**src/rtl/tcb_uart_pkg.sv**
```systemverilog
// Shared definitions for the TCB UART peripheral: register offsets and FSM states.
package tcb_uart_pkg;

  // Register offsets, decoded from tcb_adr[5:0]
  localparam logic [5:0] AdrTxData = 6'h00;
  localparam logic [5:0] AdrTxStat = 6'h04;
  localparam logic [5:0] AdrTxBdr  = 6'h08;
  localparam logic [5:0] AdrTxLvl  = 6'h0C;
  localparam logic [5:0] AdrRxData = 6'h20;
  localparam logic [5:0] AdrRxStat = 6'h24;
  localparam logic [5:0] AdrRxBdr  = 6'h28;
  localparam logic [5:0] AdrRxSmp  = 6'h2C;
  localparam logic [5:0] AdrRxLvl  = 6'h30;

  typedef enum logic {StIdle, StData} uart_st_e;

endpackage

```
**src/rtl/tcb_uart_fifo.sv**
```systemverilog
// Synchronous FIFO with occupancy output.
// Ports: clk/rst (sync, active-high); push/wdata write side (dropped when full);
//        pop/rdata read side (ignored when empty, rdata is the head entry);
//        load = entries held (0..2**FAW); empty/full flags.
module tcb_uart_fifo #(
  parameter int unsigned DW  = 8,
  parameter int unsigned FAW = 5
) (
  input  logic          clk,
  input  logic          rst,
  input  logic          push,
  input  logic [DW-1:0] wdata,
  input  logic          pop,
  output logic [DW-1:0] rdata,
  output logic [FAW:0]  load,
  output logic          empty,
  output logic          full
);

  logic [DW-1:0]  mem_q [2**FAW];
  logic [FAW-1:0] wr_ptr_q, wr_ptr_d;
  logic [FAW-1:0] rd_ptr_q, rd_ptr_d;
  logic [FAW:0]   load_q, load_d;
  logic           push_ok, pop_ok;

  assign empty   = (load_q == '0);
  assign full    = (load_q == {1'b1, {FAW{1'b0}}});
  assign load    = load_q;
  assign rdata   = mem_q[rd_ptr_q];
  assign push_ok = push && !full;
  assign pop_ok  = pop && !empty;

  always_comb begin
    wr_ptr_d = wr_ptr_q;
    rd_ptr_d = rd_ptr_q;
    load_d   = load_q;
    if (push_ok) wr_ptr_d = wr_ptr_q + FAW'(1);
    if (pop_ok)  rd_ptr_d = rd_ptr_q + FAW'(1);
    case ({push_ok, pop_ok})
      2'b10:   load_d = load_q + (FAW+1)'(1);
      2'b01:   load_d = load_q - (FAW+1)'(1);
      default: load_d = load_q;
    endcase
  end

  always_ff @(posedge clk) begin
    if (rst) begin
      wr_ptr_q <= '0;
      rd_ptr_q <= '0;
      load_q   <= '0;
    end else begin
      wr_ptr_q <= wr_ptr_d;
      rd_ptr_q <= rd_ptr_d;
      load_q   <= load_d;
    end
  end

  // Storage needs no reset; occupancy is tracked by the pointers.
  always_ff @(posedge clk) begin
    if (push_ok) mem_q[wr_ptr_q] <= wdata;
  end

endmodule

```
**src/rtl/tcb_uart_peri.sv**
```systemverilog
// UART peripheral (8N1, LSB first) behind a TCB subordinate port.
// Ports: clk/rst (sync, active-high); tcb_* TCB subordinate (rdy tied 1, read data one
//        cycle after the transfer, sts always 0, ben ignored); uart_txd serial out (idle
//        high); uart_rxd asynchronous serial in; irq_tx / irq_rx FIFO-level interrupts.
module tcb_uart_peri
  import tcb_uart_pkg::*;
#(
  parameter int unsigned DW      = 8,
  parameter int unsigned FAW     = 5,
  parameter int unsigned CW      = 16,
  parameter int unsigned BDR_RST = 433,
  parameter int unsigned SMP_RST = 216
) (
  input  logic        clk,
  input  logic        rst,
  input  logic        tcb_vld,
  output logic        tcb_rdy,
  input  logic        tcb_wen,
  input  logic [31:0] tcb_adr,
  input  logic [3:0]  tcb_ben,
  input  logic [31:0] tcb_wdt,
  output logic [31:0] tcb_rdt,
  output logic        tcb_sts,
  output logic        uart_txd,
  input  logic        uart_rxd,
  output logic        irq_tx,
  output logic        irq_rx
);

  localparam int unsigned IW = $clog2(DW + 2);

  logic [CW-1:0] tx_bdr_q, tx_bdr_d, rx_bdr_q, rx_bdr_d, rx_smp_q, rx_smp_d;
  logic [FAW:0]  tx_lvl_q, tx_lvl_d, rx_lvl_q, rx_lvl_d;
  logic [31:0]   rdt_q, rdt_d;
  logic [5:0]    bus_adr;
  logic          unused_bus;

  logic          tx_push, tx_pop, tx_empty, tx_full, tx_start;
  logic [DW-1:0] tx_rdata;
  logic [FAW:0]  tx_load;
  uart_st_e      tx_st_q, tx_st_d;
  logic [CW-1:0] tx_cnt_q, tx_cnt_d;
  logic [IW-1:0] tx_idx_q, tx_idx_d;
  logic [DW+1:0] tx_sh_q, tx_sh_d;

  logic          rx_push, rx_pop, rx_empty, rx_full;
  logic [DW-1:0] rx_rdata;
  logic [FAW:0]  rx_load;
  logic          rx_s1_q, rx_s2_q, rx_s3_q;
  uart_st_e      rx_st_q, rx_st_d;
  logic [CW-1:0] rx_cnt_q, rx_cnt_d, rx_thr;
  logic [IW-1:0] rx_idx_q, rx_idx_d;
  logic [DW-1:0] rx_sh_q, rx_sh_d;

  assign bus_adr    = tcb_adr[5:0];
  assign unused_bus = ^{tcb_ben, tcb_adr[31:6], tcb_wdt[31:CW], tx_full, rx_full};
  assign tcb_rdy    = 1'b1;
  assign tcb_sts    = 1'b0;
  assign tcb_rdt    = rdt_q;
  assign irq_tx     = (tx_load < tx_lvl_q);
  assign irq_rx     = (rx_load > rx_lvl_q);
  assign uart_txd   = (tx_st_q == StData) ? tx_sh_q[0] : 1'b1;

  // Register file and bus decode
  always_comb begin
    tx_bdr_d = tx_bdr_q;
    tx_lvl_d = tx_lvl_q;
    rx_bdr_d = rx_bdr_q;
    rx_smp_d = rx_smp_q;
    rx_lvl_d = rx_lvl_q;
    rdt_d    = '0;
    tx_push  = 1'b0;
    rx_pop   = 1'b0;
    if (tcb_vld && tcb_wen) begin
      case (bus_adr)
        AdrTxData: tx_push  = 1'b1;
        AdrTxBdr:  tx_bdr_d = tcb_wdt[CW-1:0];
        AdrTxLvl:  tx_lvl_d = tcb_wdt[FAW:0];
        AdrRxBdr:  rx_bdr_d = tcb_wdt[CW-1:0];
        AdrRxSmp:  rx_smp_d = tcb_wdt[CW-1:0];
        AdrRxLvl:  rx_lvl_d = tcb_wdt[FAW:0];
        default:   ;
      endcase
    end else if (tcb_vld) begin
      case (bus_adr)
        AdrTxStat: rdt_d = 32'(tx_load);
        AdrTxBdr:  rdt_d = 32'(tx_bdr_q);
        AdrTxLvl:  rdt_d = 32'(tx_lvl_q);
        AdrRxData: begin
          if (!rx_empty) begin
            rdt_d  = 32'(rx_rdata);
            rx_pop = 1'b1;
          end
        end
        AdrRxStat: rdt_d = 32'(rx_load);
        AdrRxBdr:  rdt_d = 32'(rx_bdr_q);
        AdrRxSmp:  rdt_d = 32'(rx_smp_q);
        AdrRxLvl:  rdt_d = 32'(rx_lvl_q);
        default:   ;
      endcase
    end
  end

  // TX serializer: shift register holds {stop, data, start}, LSB drives the line.
  always_comb begin
    tx_st_d  = tx_st_q;
    tx_cnt_d = tx_cnt_q;
    tx_idx_d = tx_idx_q;
    tx_sh_d  = tx_sh_q;
    tx_start = 1'b0;
    unique case (tx_st_q)
      StIdle: tx_start = !tx_empty;
      StData: begin
        if (tx_cnt_q == tx_bdr_q) begin
          tx_cnt_d = '0;
          if (tx_idx_q == IW'(DW + 1)) begin
            // Chain straight into the next frame when data is waiting
            tx_start = !tx_empty;
            tx_st_d  = StIdle;
          end else begin
            tx_idx_d = tx_idx_q + IW'(1);
            tx_sh_d  = {1'b1, tx_sh_q[DW+1:1]};
          end
        end else begin
          tx_cnt_d = tx_cnt_q + CW'(1);
        end
      end
      default: tx_st_d = StIdle;
    endcase
    if (tx_start) begin
      tx_st_d  = StData;
      tx_cnt_d = '0;
      tx_idx_d = '0;
      tx_sh_d  = {1'b1, tx_rdata, 1'b0};
    end
  end
  assign tx_pop = tx_start;

  // RX sampler: idx 0 validates the start bit, 1..DW data, DW+1 stop.
  assign rx_thr = (rx_idx_q == '0) ? rx_smp_q : rx_bdr_q;

  always_comb begin
    rx_st_d  = rx_st_q;
    rx_cnt_d = rx_cnt_q;
    rx_idx_d = rx_idx_q;
    rx_sh_d  = rx_sh_q;
    rx_push  = 1'b0;
    unique case (rx_st_q)
      StIdle: begin
        if (rx_s3_q && !rx_s2_q) begin
          rx_st_d  = StData;
          rx_cnt_d = '0;
          rx_idx_d = '0;
        end
      end
      StData: begin
        if (rx_cnt_q == rx_thr) begin
          rx_cnt_d = '0;
          if (rx_idx_q == '0) begin
            if (rx_s2_q) rx_st_d = StIdle;   // glitch, not a start bit
            else         rx_idx_d = IW'(1);
          end else if (rx_idx_q <= IW'(DW)) begin
            rx_sh_d  = {rx_s2_q, rx_sh_q[DW-1:1]};
            rx_idx_d = rx_idx_q + IW'(1);
          end else begin
            rx_push = rx_s2_q;                // low stop bit: framing error, drop
            rx_st_d = StIdle;
          end
        end else begin
          rx_cnt_d = rx_cnt_q + CW'(1);
        end
      end
      default: rx_st_d = StIdle;
    endcase
  end

  always_ff @(posedge clk) begin
    if (rst) begin
      tx_bdr_q <= CW'(BDR_RST);
      tx_lvl_q <= '0;
      rx_bdr_q <= CW'(BDR_RST);
      rx_smp_q <= CW'(SMP_RST);
      rx_lvl_q <= '0;
      rdt_q    <= '0;
      tx_st_q  <= StIdle;
      tx_cnt_q <= '0;
      tx_idx_q <= '0;
      tx_sh_q  <= '1;
      rx_s1_q  <= 1'b1;
      rx_s2_q  <= 1'b1;
      rx_s3_q  <= 1'b1;
      rx_st_q  <= StIdle;
      rx_cnt_q <= '0;
      rx_idx_q <= '0;
      rx_sh_q  <= '0;
    end else begin
      tx_bdr_q <= tx_bdr_d;
      tx_lvl_q <= tx_lvl_d;
      rx_bdr_q <= rx_bdr_d;
      rx_smp_q <= rx_smp_d;
      rx_lvl_q <= rx_lvl_d;
      rdt_q    <= rdt_d;
      tx_st_q  <= tx_st_d;
      tx_cnt_q <= tx_cnt_d;
      tx_idx_q <= tx_idx_d;
      tx_sh_q  <= tx_sh_d;
      rx_s1_q  <= uart_rxd;
      rx_s2_q  <= rx_s1_q;
      rx_s3_q  <= rx_s2_q;
      rx_st_q  <= rx_st_d;
      rx_cnt_q <= rx_cnt_d;
      rx_idx_q <= rx_idx_d;
      rx_sh_q  <= rx_sh_d;
    end
  end

  tcb_uart_fifo #(.DW(DW), .FAW(FAW)) u_tx_fifo (
    .clk   (clk),
    .rst   (rst),
    .push  (tx_push),
    .wdata (tcb_wdt[DW-1:0]),
    .pop   (tx_pop),
    .rdata (tx_rdata),
    .load  (tx_load),
    .empty (tx_empty),
    .full  (tx_full)
  );

  tcb_uart_fifo #(.DW(DW), .FAW(FAW)) u_rx_fifo (
    .clk   (clk),
    .rst   (rst),
    .push  (rx_push),
    .wdata (rx_sh_q),
    .pop   (rx_pop),
    .rdata (rx_rdata),
    .load  (rx_load),
    .empty (rx_empty),
    .full  (rx_full)
  );

endmodule

```
**config.mk**
```make
export PLATFORM = sky130hd
export DESIGN_NAME = tcb_uart_peri
export DESIGN_NICKNAME = d
export VERILOG_FILES = /design/src/rtl/tcb_uart_pkg.sv /design/src/rtl/tcb_uart_fifo.sv /design/src/rtl/tcb_uart_peri.sv
export SDC_FILE = /design/constraint.sdc
export NUM_CORES = 1
export LEC_CHECK = 0
export ABC_AREA = 0
export CORE_ASPECT_RATIO = 0.8
export CORE_UTILIZATION = 50
export DETAILED_ROUTE_END_ITERATION = 6
export PLACE_DENSITY_LB_ADDON = 0.1
export SETUP_SLACK_MARGIN = 0.2
export SLEW_MARGIN = 5
export SYNTH_ARGS = -nofsm -noshare
export SYNTH_HDL_FRONTEND = slang
export SYNTH_SLANG_ARGS = --single-unit
export TNS_END_PERCENT = 1
```
**constraint.sdc**
```tcl
create_clock -name clk -period 4.43 [get_ports clk]
set_input_delay 1.1075 -clock clk [delete_from_list [all_inputs] [get_ports clk]]
set_output_delay 1.1075 -clock clk [all_outputs]
set_load 0.01 [all_outputs]
```
==> out/results.txt <==
Slowest stage delay, CP -> 0.61 ns
Non-Filler Instances -> 2809
Largest net degree at the start of global routing -> 76
Gpl congestion -> 0.8503
Most common cell in the netlist -> edfxtp_1
Core area -> 56600 um^2
First DRT Iteration DRCs -> 1543
Status -> completed
R2R setup slack -> 0.50 ns
Worst Hold Slack -> 0.4095 ns
Synthesis-stage register bit count -> 692
Largest delay contributor family on the critical path -> compound AO/OA/AOI/OAI gates
Max IR drop VDD -> 324.5 uV
Fillers -> 4383
Full die area -> 58240 um^2
Fraction of registers with async set/reset -> 0%
PnR worst setup slack -> 0.3934 ns
Vias in the first global route -> 15990
Input/output buffers -> 45
GRT Total Usage -> 22.29%
Post-Syn Area -> 28640 um^2
Crit path arrival time -> 2.93 ns
N_diodes -> 0
Cell mode on critical path -> a21oi_1
Inst Count DP -> 2677
Slowest CP cell -> clkdlybuf4s50_1
CTS tree -> yes
MaxCap Viol Count -> 0
WL/cell -> 22.61 um
Final count of hold timing violations -> 0
Core Rows -> 78
Post-Syn Instances -> 1851
Final TNS setup -> 0 ns
Remaining global-route overflow -> 0
Startpoint Class -> flop
CP cell instances -> ha_1 -> a21o_1 -> a21oi_1 -> nor2b_1 -> o21ai_0 -> nand2b_1 -> a21oi_1 -> clkdlybuf4s50_1
Area contributors post-synth -> edfxtp_1 54%, dfxtp_1 13%, mux4_2 12%
Share of cells above drive strength 1 -> 20.69%
Clock root cell -> clkbuf_16
Highest Clock Rate -> 247.7 MHz
Synth Warn # -> 0
Drt drc -> 0
Actual slew at the worst max-slew pin -> 1.309 ns
Final #Nets -> 2106
Area grow syn2layout -> 14.71%
WP buf/inv -> 1
DR vias -> 16220
Die X-Extent -> 269.6 um
Pre-CTS setup slack -> 0.1548 ns
Initial Util -> 50.59%
# hold bufs at CTS -> 0
Worst min-delay path category -> flop to flop
Clock Path Buffers -> 3
First-pass GRT wire length -> 98.26 mm
Final ANT Viol Nets -> 0
Total CTS buffers -> 71
Critical path fanouts, max -> 6
Clk sink count -> 692
First-pass detailed-route iteration total -> 5
Clock-pin slew on the worst setup and hold paths -> 0.06 ns
Clock H-tree levels -> 3
PD cells -> 436.0 nW/um^2
Post-synth top cells -> 512 x edfxtp_1, 188 x nor2_1, 180 x dfxtp_1, 154 x mux4_2, 95 x nand2_1
Total power -> 14.32 mW
Leakage -> 10.78 nW
Register area share after synthesis -> 66.27%
Cell taking the most area after synthesis -> edfxtp_1
Main synth FF type -> edfxtp_1
# setup viols final -> 0
Crit path time final -> 4.037 ns
Tcrit/Tclk final -> 91.12%
Antenna violations before repair -> 0
EDFF count, synth -> 512
Fin Clk Skew -> 0.02711 ns
Post-synth top area share -> 53.69%
Worst rel slew slack -> 12.64%
Vias/cell -> 5.773
Routed wire length -> 63.52 mm
Slew Limit Fails -> 0
Clk Latency, worst-skew pair -> 0.63 ns
Dpl hpwl -> 40.36 mm
Setup CP Type -> flop to primary output
Ports -> 110
RSZ-0062 raised after global routing -> no
Average instance area after synthesis -> 15.47 um^2
Critical Path RT -> 3.32 ns
Die Ht -> 216.1 um
Worst Setup End Kind -> primary output
Unique masters post-synth -> 74
[layout make-up]
| class | instances | area [um^2] | area share, % |
|---|---|---|---|
| Sequential cell | 692 | 18990 | 57.81 |
| Multi-Input combinational cell | 1020 | 9094 | 27.68 |
| Clock buffer | 87 | 1887 | 5.744 |
| Timing Repair Buffer | 171 | 1431 | 4.357 |
| Tap cell | 760 | 950.9 | 2.895 |
| Clock inverter | 38 | 341.6 | 1.040 |
| Inverter | 41 | 153.9 | 0.4685 |
[path summary, 6_finish.rpt]
path	startpoint	end	cells past startpoint
min reg2reg	rx_s1_q$_SDFF_PP1_	rx_s2_q$_SDFF_PP1_	1
max reg2reg	rx_idx_q[1]$_SDFFE_PP0P_	u_rx_fifo.load[5]$_SDFFE_PP0P_	18
min	rx_s1_q$_SDFF_PP1_	rx_s2_q$_SDFF_PP1_	1
max	u_tx_fifo.load[1]$_SDFFE_PP0P_	irq_tx	8
[metal layers]
metal / vias to the layer above / wire (um) / GRT usage (%)
met5: - / 0 / 0
met4: 0 / 1146 / 5.455
met3: 88 / 3488 / 4.000
met2: 438 / 28990 / 33.59
met1: 8316 / 29900 / 33.73
li1: 7375 / - / -
[layout by cell type (no fill, tap or decap), drive strengths merged, types with 17 or more instances in the layout]
| master | instances |
|---|---|
| a21oi | 60 |
| and3 | 17 |
| buf | 127 |
| clkbuf | 87 |
| clkdlybuf4s50 | 44 |
| clkinv | 27 |
| conb | 18 |
| dfxtp | 180 |
| edfxtp | 512 |
| ha | 35 |
| inv | 46 |
| mux2i | 94 |
| mux4 | 154 |
| nand2 | 95 |
| nand3 | 47 |
| nor2 | 188 |
| o21ai | 24 |
| xnor2 | 38 |
| xor2 | 34 |
[flip-flops by register name, summed over array words and instances, names as in the netlist, 9 cells and up, named ones only]
signal,count
rx_bdr_q,16
rx_cnt_q,16
rx_smp_q,16
tcb_rdt,16
tx_bdr_q,16
tx_cnt_q,16
tx_sh_q,9
u_rx_fifo.mem_q,256
u_tx_fifo.mem_q,256
[cells by family after synthesis]
kind of cell,count (synthesis),share of synthesized area [%]
AOI/OAI and AO/OA,187,4.369
xor gates and xnor gates,72,2.202
adders and majority gates,36,1.599
buffers and inverters,156,2.425
DFF,692,66.27
muxes,251,15.53
other,2,0.02623
and+or+nand+nor,455,7.576
[metrics by stage]
step / cell area (um^2) / util [%]
4_1_cts: 32740 / 57.84
5_1_grt: 32850 / 58.03
2_1_floorplan: 28700 / -
3_3_place_gp: 30510 / 53.90
6_report: 32850 / 58.03
3_5_place_dp: 30510 / 53.90
[power breakdown]
group	internal (mW)	switching, mW	leakage, nW	total [mW]
clock	3.29	2.50	1.10	5.79
sequential	6.99	0.162	6.13	7.15
combinational	0.702	0.679	3.55	1.38
[timing repair]
action                     CTS  global route
setup endpoints to repair    0             2
setup buffers                0             5
hold endpoints to repair     0             0
resized for setup            0             9
Note: power is estimated with default switching activity, not from simulation.
